## config.mk

```make
export PLATFORM = sky130hd
export DESIGN_NAME = fetch_sequencer
export DESIGN_NICKNAME = d
export VERILOG_FILES = /design/src/rtl/fetch_sequencer.sv
export SDC_FILE = /design/constraint.sdc
export NUM_CORES = 1
export LEC_CHECK = 0
export ABC_AREA = 1
export CORE_ASPECT_RATIO = 1.75
export CORE_MARGIN = 2
export CORE_UTILIZATION = 30
export CTS_CLUSTER_DIAMETER = 200
export DETAILED_ROUTE_END_ITERATION = 6
export DONT_BUFFER_PORTS = 1
export HOLD_SLACK_MARGIN = 0.1
export SETUP_SLACK_MARGIN = 0.05
export SLEW_MARGIN = 20
export SYNTH_ARGS = -nofsm -noshare
export SYNTH_HDL_FRONTEND = slang
export SYNTH_SLANG_ARGS = --single-unit
export TNS_END_PERCENT = 30
```

## constraint.sdc

```tcl
create_clock -name clk -period 1.6 [get_ports clk]
set_clock_uncertainty 0.1 [all_clocks]
set_input_delay 0.32 -clock clk [delete_from_list [all_inputs] [get_ports clk]]
set_output_delay 0.32 -clock clk [all_outputs]
set_load 0.01 [all_outputs]
```

## src/rtl/fetch_sequencer.sv

```systemverilog
// Fetch sequencer: walks the byte-addressed program counter through four byte reads,
// assembles a 32-bit instruction, offers it to decode and then issues one advance/jump/branch strobe.
module fetch_sequencer #(
   parameter bit BIG_ENDIAN = 1'b1,
   parameter int COUNT_W    = 16
) (
   input  logic               clk,
   input  logic               rst,
   input  logic               run,
   input  logic [7:0]         mem_data,
   output logic [31:0]        instr,
   output logic               instr_valid,
   input  logic               instr_ready,
   input  logic               take_jump,
   input  logic               take_branch,
   input  logic [5:0]         target,
   output logic               update_lsbs,
   output logic               update_msbs,
   output logic               jump,
   output logic [5:0]         jump_destination,
   output logic               branch,
   output logic [5:0]         branch_offset,
   output logic [COUNT_W-1:0] retired
);

   typedef enum logic [2:0] {
      S_B0   = 3'd0,
      S_B1   = 3'd1,
      S_B2   = 3'd2,
      S_B3   = 3'd3,
      S_PRES = 3'd4,
      S_ADV  = 3'd5
   } state_t;

   state_t             r_state;
   logic [31:0]        r_instr;
   logic               r_instr_valid;
   logic               r_update_msbs;
   logic               r_jump;
   logic               r_branch;
   logic [5:0]         r_jump_destination;
   logic [5:0]         r_branch_offset;
   logic [COUNT_W-1:0] r_retired;
   logic               w_update_lsbs;

   function automatic logic [31:0] put_byte(input logic [31:0] cur, input int slot,
                                            input logic [7:0] b);
      logic [31:0] res;
      int          pos;
      res = cur;
      pos = BIG_ENDIAN ? 8 * (3 - slot) : 8 * slot;
      res[pos +: 8] = b;
      return res;
   endfunction

   // The B0 step is gated by run in the same cycle so an idle sequencer never moves the counter.
   always_comb begin
      w_update_lsbs = 1'b0;
      case (r_state)
         S_B0:    w_update_lsbs = run;
         S_B1:    w_update_lsbs = 1'b1;
         S_B2:    w_update_lsbs = 1'b1;
         default: w_update_lsbs = 1'b0;
      endcase
   end

   always_ff @(posedge clk) begin
      if (rst) begin
         r_state            <= S_B0;
         r_instr            <= '0;
         r_instr_valid      <= 1'b0;
         r_update_msbs      <= 1'b0;
         r_jump             <= 1'b0;
         r_branch           <= 1'b0;
         r_jump_destination <= '0;
         r_branch_offset    <= '0;
         r_retired          <= '0;
      end else begin
         r_update_msbs <= 1'b0;
         r_jump        <= 1'b0;
         r_branch      <= 1'b0;
         case (r_state)
            S_B0: begin
               if (run) begin
                  r_instr <= put_byte(r_instr, 0, mem_data);
                  r_state <= S_B1;
               end
            end
            S_B1: begin
               r_instr <= put_byte(r_instr, 1, mem_data);
               r_state <= S_B2;
            end
            S_B2: begin
               r_instr <= put_byte(r_instr, 2, mem_data);
               r_state <= S_B3;
            end
            S_B3: begin
               r_instr       <= put_byte(r_instr, 3, mem_data);
               r_instr_valid <= 1'b1;
               r_state       <= S_PRES;
            end
            S_PRES: begin
               // Strobes are registered here so exactly one is high for the whole ADV cycle.
               if (instr_ready) begin
                  r_instr_valid      <= 1'b0;
                  r_jump_destination <= target;
                  r_branch_offset    <= target;
                  r_retired          <= r_retired + COUNT_W'(1);
                  r_jump             <= take_jump;
                  r_branch           <= take_branch & ~take_jump;
                  r_update_msbs      <= ~take_jump & ~take_branch;
                  r_state            <= S_ADV;
               end
            end
            S_ADV: begin
               r_state <= S_B0;
            end
            default: begin
               r_state <= S_B0;
            end
         endcase
      end
   end

   assign instr            = r_instr;
   assign instr_valid      = r_instr_valid;
   assign update_lsbs      = w_update_lsbs;
   assign update_msbs      = r_update_msbs;
   assign jump             = r_jump;
   assign branch           = r_branch;
   assign jump_destination = r_jump_destination;
   assign branch_offset    = r_branch_offset;
   assign retired          = r_retired;

endmodule

```

## After elaboration in Yosys (flattened, before gate mapping)

Index checks and enable logic that the tools add are counted.

| storage, ports and cells | value |
|---|---|
| register bits after elaboration | 61 |
| input port bits | 20 |
| output and inout bits | 65 |
| word-level logic and storage cells | 47 |

| operators by class | value |
|---|---|
| $add $sub $neg | 1 |
| equal/unequal tests | 6 |
| multiplexer cells | 8 |
| bitwise operators | 10 |
| reductions and logical operators | 11 |

Operators by type and width:

| kind | count |
|---|---|
| case mux 32 bit (4 select lines) | 1 |
| two-way mux 32 bit | 1 |
| adder 16 x 1 -> 16 bit, second input constant | 1 |
| case mux 3 bit (5 select lines) | 1 |
| AND reduction 4 bit | 3 |
| NOT 1 bit | 8 |
| == test 3 x 2 -> 1 bit, second input constant | 2 |
| two-way mux 3 bit | 2 |
| AND reduction 2 bit | 3 |
| AND reduction 5 bit | 1 |
| != test 2 bit, second input constant | 2 |
| case mux 1 bit (2 select lines) | 2 |
| == test 3 x 1 -> 1 bit, second input constant | 1 |
| == test 3 bit, second input constant | 1 |
| zero test 3 bit | 1 |
| OR reduction 3 bit | 1 |
| bitwise AND 1 bit | 2 |
| nonzero test 2 bit | 1 |
| OR reduction 2 bit | 1 |
| two-way mux 1 bit | 1 |

## Depth between registers and ports, before layout

| depth | value |
|---|---|
| depth in word-level cells | 3 |
| depth in mapped cells | 9 |
| mapped depth without buffers | 9 |

## Worst setup path before layout

OpenSTA, ideal clock, no wires.

| timing | value |
|---|---|
| path type | register to register |
| start point | register r_retired[0], in the netlist retired[0] |
| end point | register r_retired[8], in the netlist retired[8] |
| library setup time | 113 ps |
| arrival | 1210 ps |
| data required time | 1387 ps |
| path slack | 177 ps |
| stages on the path, launching flop included | 9 |
| path buffers | 0 |
| clock period less this slack | 1423 ps |
| path through | dfxtp_1 ha_1 inv_1 nor2_1 nand2_1 nor2_4 nand2_1 o21ai_1 nor2_1 |

| on the way | value |
|---|---|
| longest elaborated chain between the ends | 1 |

RTL lines:

| element | RTL line | text |
|---|---|---|
| from (decl) | 43 | `logic [COUNT_W-1:0] r_retired;` |
| from (signal assigned) | 108 | `r_retired <= r_retired + COUNT_W'(1);` |
| adder 16 x 1 -> 16 bit | 108 |  |

No other way between the ends.
A chain may end at the register's enable or synchronous reset.

## Final worst setup path

| timing | value |
|---|---|
| start point | register r_state[0] |
| end point | output update_lsbs |

| on the way | value |
|---|---|
| longest elaborated chain between the ends | 3 |
| elaborated cells on any way between the ends | 5 |
| classes of those cells | eq/ne (2); mux (1); reduce/logical (2) |

RTL lines:

| element | RTL line | text |
|---|---|---|
| from (decl) | 35 | `state_t r_state;` |
| from (signal assigned) | 69 | `r_state <= S_B0;` |
| from (signal assigned) | 86 | `r_state <= S_B1;` |
| from (signal assigned) | 91 | `r_state <= S_B2;` |
| == test 3 x 1 -> 1 bit or == test 3 x 2 -> 1 bit (tied branches) | 59 | `case (r_state)` |
| OR reduction 2 bit (no source line) | - |  |
| case mux 1 bit (2 select lines) * | 59 |  |
| to (decl) | 17 | `output logic update_lsbs,` |

Mark *: on every way between the ends. The rest lies on a longest branch, timed or not.

==> results by group <==
Clocking
  • Num Clock Sinks: 61
  • H-tree Lvls: 3
  • Clock latency on the worst-skew pair: 0.32 ns
  • CTS Buffer Depth: 2
  • Clk Tree Root Cell: clkbuf_16
  • CTS tree: built
  • Total CTS buffers: 9
  • Clock transition at path regs: 0.05 ns

Synth
  • Sequential area share after synthesis: 49.1%
  • Synthesized cell area: 2480 um^2
  • Yosys warnings: 0
  • Synth Area in Simple Gates: 25.0%
  • Post-synthesis async set-or-reset flop share: 0%
  • Post-synth EDFFs: 0
  • Post-synth top cells: nor2_1, dfxtp_1, nand2_1
  • Top-area cell type share of the netlist area: 49.1%
  • Largest family of logic cells by synthesized area: simple AND/OR/NAND/NOR gates
  • Most used DFF post-synth: dfxtp_1
  • Cell variety after synth: 23
  • Multiplexer share of the synthesized area: 0%
  • Synthesized flop and latch total: 61
  • Dominant cell by count in the synthesized netlist: nor2_1
  • Syn Nets: 354
  • Xor/xnor share of the synthesized area: 0%
  • Syn Area/Cell: 7.46 um^2
  • Mapped Cells: 333
  • Adder-cell share of the synthesized area: 0.504%
  • Leading post-synthesis cells by cell area: dfxtp_1, nor2_1, nand2_1
  • Area leader, netlist: dfxtp_1
  • Synth Area in Compound Gates: 14.7%

STA
  • Fmax: 655 MHz
  • Setup ws final: 0.0725 ns
  • Tcrit/Tclk final: 95.5%
  • Tmin final: 1.53 ns
  • Measured slew at the worst slew-check pin: 0.492 ns
  • Fin. Hold Viols: 0
  • Relative slew slack: 67.1%
  • Setup TNS: 0 ns
  • Fin Hold WS: 0.113 ns
  • RSZ-0062 raised after global routing: yes
  • # setup viols final: 0
  • Slew Viols, Final: 0

Cells and area
  • FILL cells: 824
  • Fraction of layout cells with a size suffix above 1: 11.9%
  • Layout area overhead: 24.6%
  • ANT cells: 0
  • Final cell count without fillers: 450
  • Nets@finish: 376

Detailed routing
  • Drc violations: 0
  • ANT nets after route: 0
  • Vias per cell: 4.84
  • Total Wirelength: 6.57 mm
  • Vias: 2,176
  • Routed len/inst: 14.6 um
  • 1st-iter DRT viols: 78
  • First-pass DRT Iterations: 4

Worst setup path
  • CP endpoint kind: output port
  • Data arrival, critical path: 1.11 ns
  • CP cell instances: nor2_4 -> nand3_1 -> nand3_2
  • Crit. Startpoint: r_state[0]$_SDFFE_PP0P_
  • Critical Path RT: 1.18 ns
  • Slowest-stage cell, CP: dfxtp_2
  • Setup CP Type: flop to output port
  • Worst R2R Start: r_state[0]$_SDFFE_PP0P_
  • Worst-path maximum fanout: 4
  • Startpoint Class: flop
  • Worst path max stage delay: 0.35 ns

Power and ir drop
  • Pwr/cell area: 1280 nW/um^2
  • Worst VDD drop: 0.514 mV
  • Leakage: 1.19 nW

Hold path
  • Worst Hold Class: input pin to flop
  • Hold path start: mem_data[5]

Floorplan
  • Num ports: 85
  • # rows: 43
  • Die height: 124 um
  • Die Span X: 72.8 um
  • Initial core utilization: 31.2%
  • Die Area: 9060 um^2
  • Core area: 7960 um^2

Placed design
  • Placer Congestion: 0.790
  • Post-Place Cells: 416
  • Pre-CTS WS: 0.154 ns
  • Number of buffers added on ports: 0
  • Hpwl dp: 4.53 mm

Flow run
  • Max cap viols: 0

Global routing
  • Total track usage: 15.1%
  • Largest net degree at the start of global routing: 48
  • Gr ovfl total: 0
  • First-pass GRT wire length: 10.5 mm
  • Vias in the first global route: 2,108
  • Initial antenna violation count: 0

Status
  • Status: complete, no violations
==> cells in the final DEF, fill, tap and decap left out, types with 2 or more instances in the layout <==
cell type      instances
a21oi_1               31
buf_4                 10
clkbuf_1               2
clkbuf_16              9
clkinv_2               2
dfxtp_1               57
dfxtp_2                4
dlygate4sd3_1         18
inv_1                 36
inv_2                  2
nand2_1               52
nand3_1               12
nand3_2                2
nand3_4                2
nand4_1                5
nor2_1                63
nor2_4                 4
nor3_1                 2
o21ai_0               35
o21ai_1                2
==> state kept, by name (all words and copies together) (netlist names) <==
name,flops
branch,1
branch_offset,6
instr,32
instr_valid,1
jump,1
r_state,3
retired,16
update_msbs,1
==> path summary, 6_finish.rpt <==
path / slack [ns] / cells past startpoint / end
max: 0.07 / 3 / update_lsbs
min: 0.11 / 2 / instr[21]$_SDFFE_PP0P_
max reg2reg: 0.21 / 6 / retired[2]$_SDFFE_PP0P_
min reg2reg: 0.39 / 2 / instr[15]$_SDFFE_PP0P_
==> final cells by class <==
| class | count | area, um^2 | area share (%) |
|---|---|---|---|
| flip-flops and latches | 61 | 1230 | 39.6 |
| repair buffers | 29 | 275 | 8.89 |
| multi-input cells | 215 | 1030 | 33.3 |
| inverters | 39 | 159 | 5.13 |
| well taps | 90 | 113 | 3.64 |
| clock buffers | 12 | 246 | 7.96 |
| clock inverters | 4 | 47.5 | 1.54 |
==> critical path, delay by kind of cell, from the launching register on <==
kind	cells	cell delay, ns
AND/OR/NAND/NOR	3	0.43
flip-flops	1	0.35
==> routing by layer <==
layer	up-vias	share of wire [%]	GRT usage [%]
met2	76	54	27.3
li1	1099	-	-
met4	0	3.2	7.08
met3	14	7.9	6.39
met1	987	35	14.0
met5	-	0	0
==> stage by stage <==
stage | utilization, % | power, mW | cell area, um^2
3_3_place_gp | 32.4 | 2.02 | 2580
4_1_cts | 38.6 | 4.00 | 3070
5_1_grt | 38.9 | 4.14 | 3100
2_1_floorplan | - | 1.97 | 2480
6_report | 38.9 | 3.96 | 3100
3_5_place_dp | 32.4 | 2.03 | 2580
==> timing repair <==
action | CTS | global route
endpoints found under the hold margin | 45 | 0
gates cloned | 0 | 0
pin swaps | 0 | 3
gates resized for setup | 5 | 9
endpoints found under the setup margin | 1 | 13
setup buffers | 0 | 0
hold buffers | 18 | 0
==> cells by family (layout without fill, tap and decap cells) <==
family / after synthesis / after routing
adders and majority gates: 1 / 1
DFF: 61 / 61
buffers and inverters: 57 / 84
and+or+nand+nor: 143 / 143
AOI/OAI and AO/OA: 71 / 71
==> where the power goes <==
group / leakage, nW / total [mW] / switching (mW) / internal [mW]
registers: 0.498 / 1.74 / 0.117 / 1.62
clock network: 0.143 / 1.90 / 0.658 / 1.24
logic: 0.546 / 0.321 / 0.193 / 0.128
total: 1.19 / 3.96 / 0.968 / 2.99
Note: power is estimated with default switching activity, not from simulation.
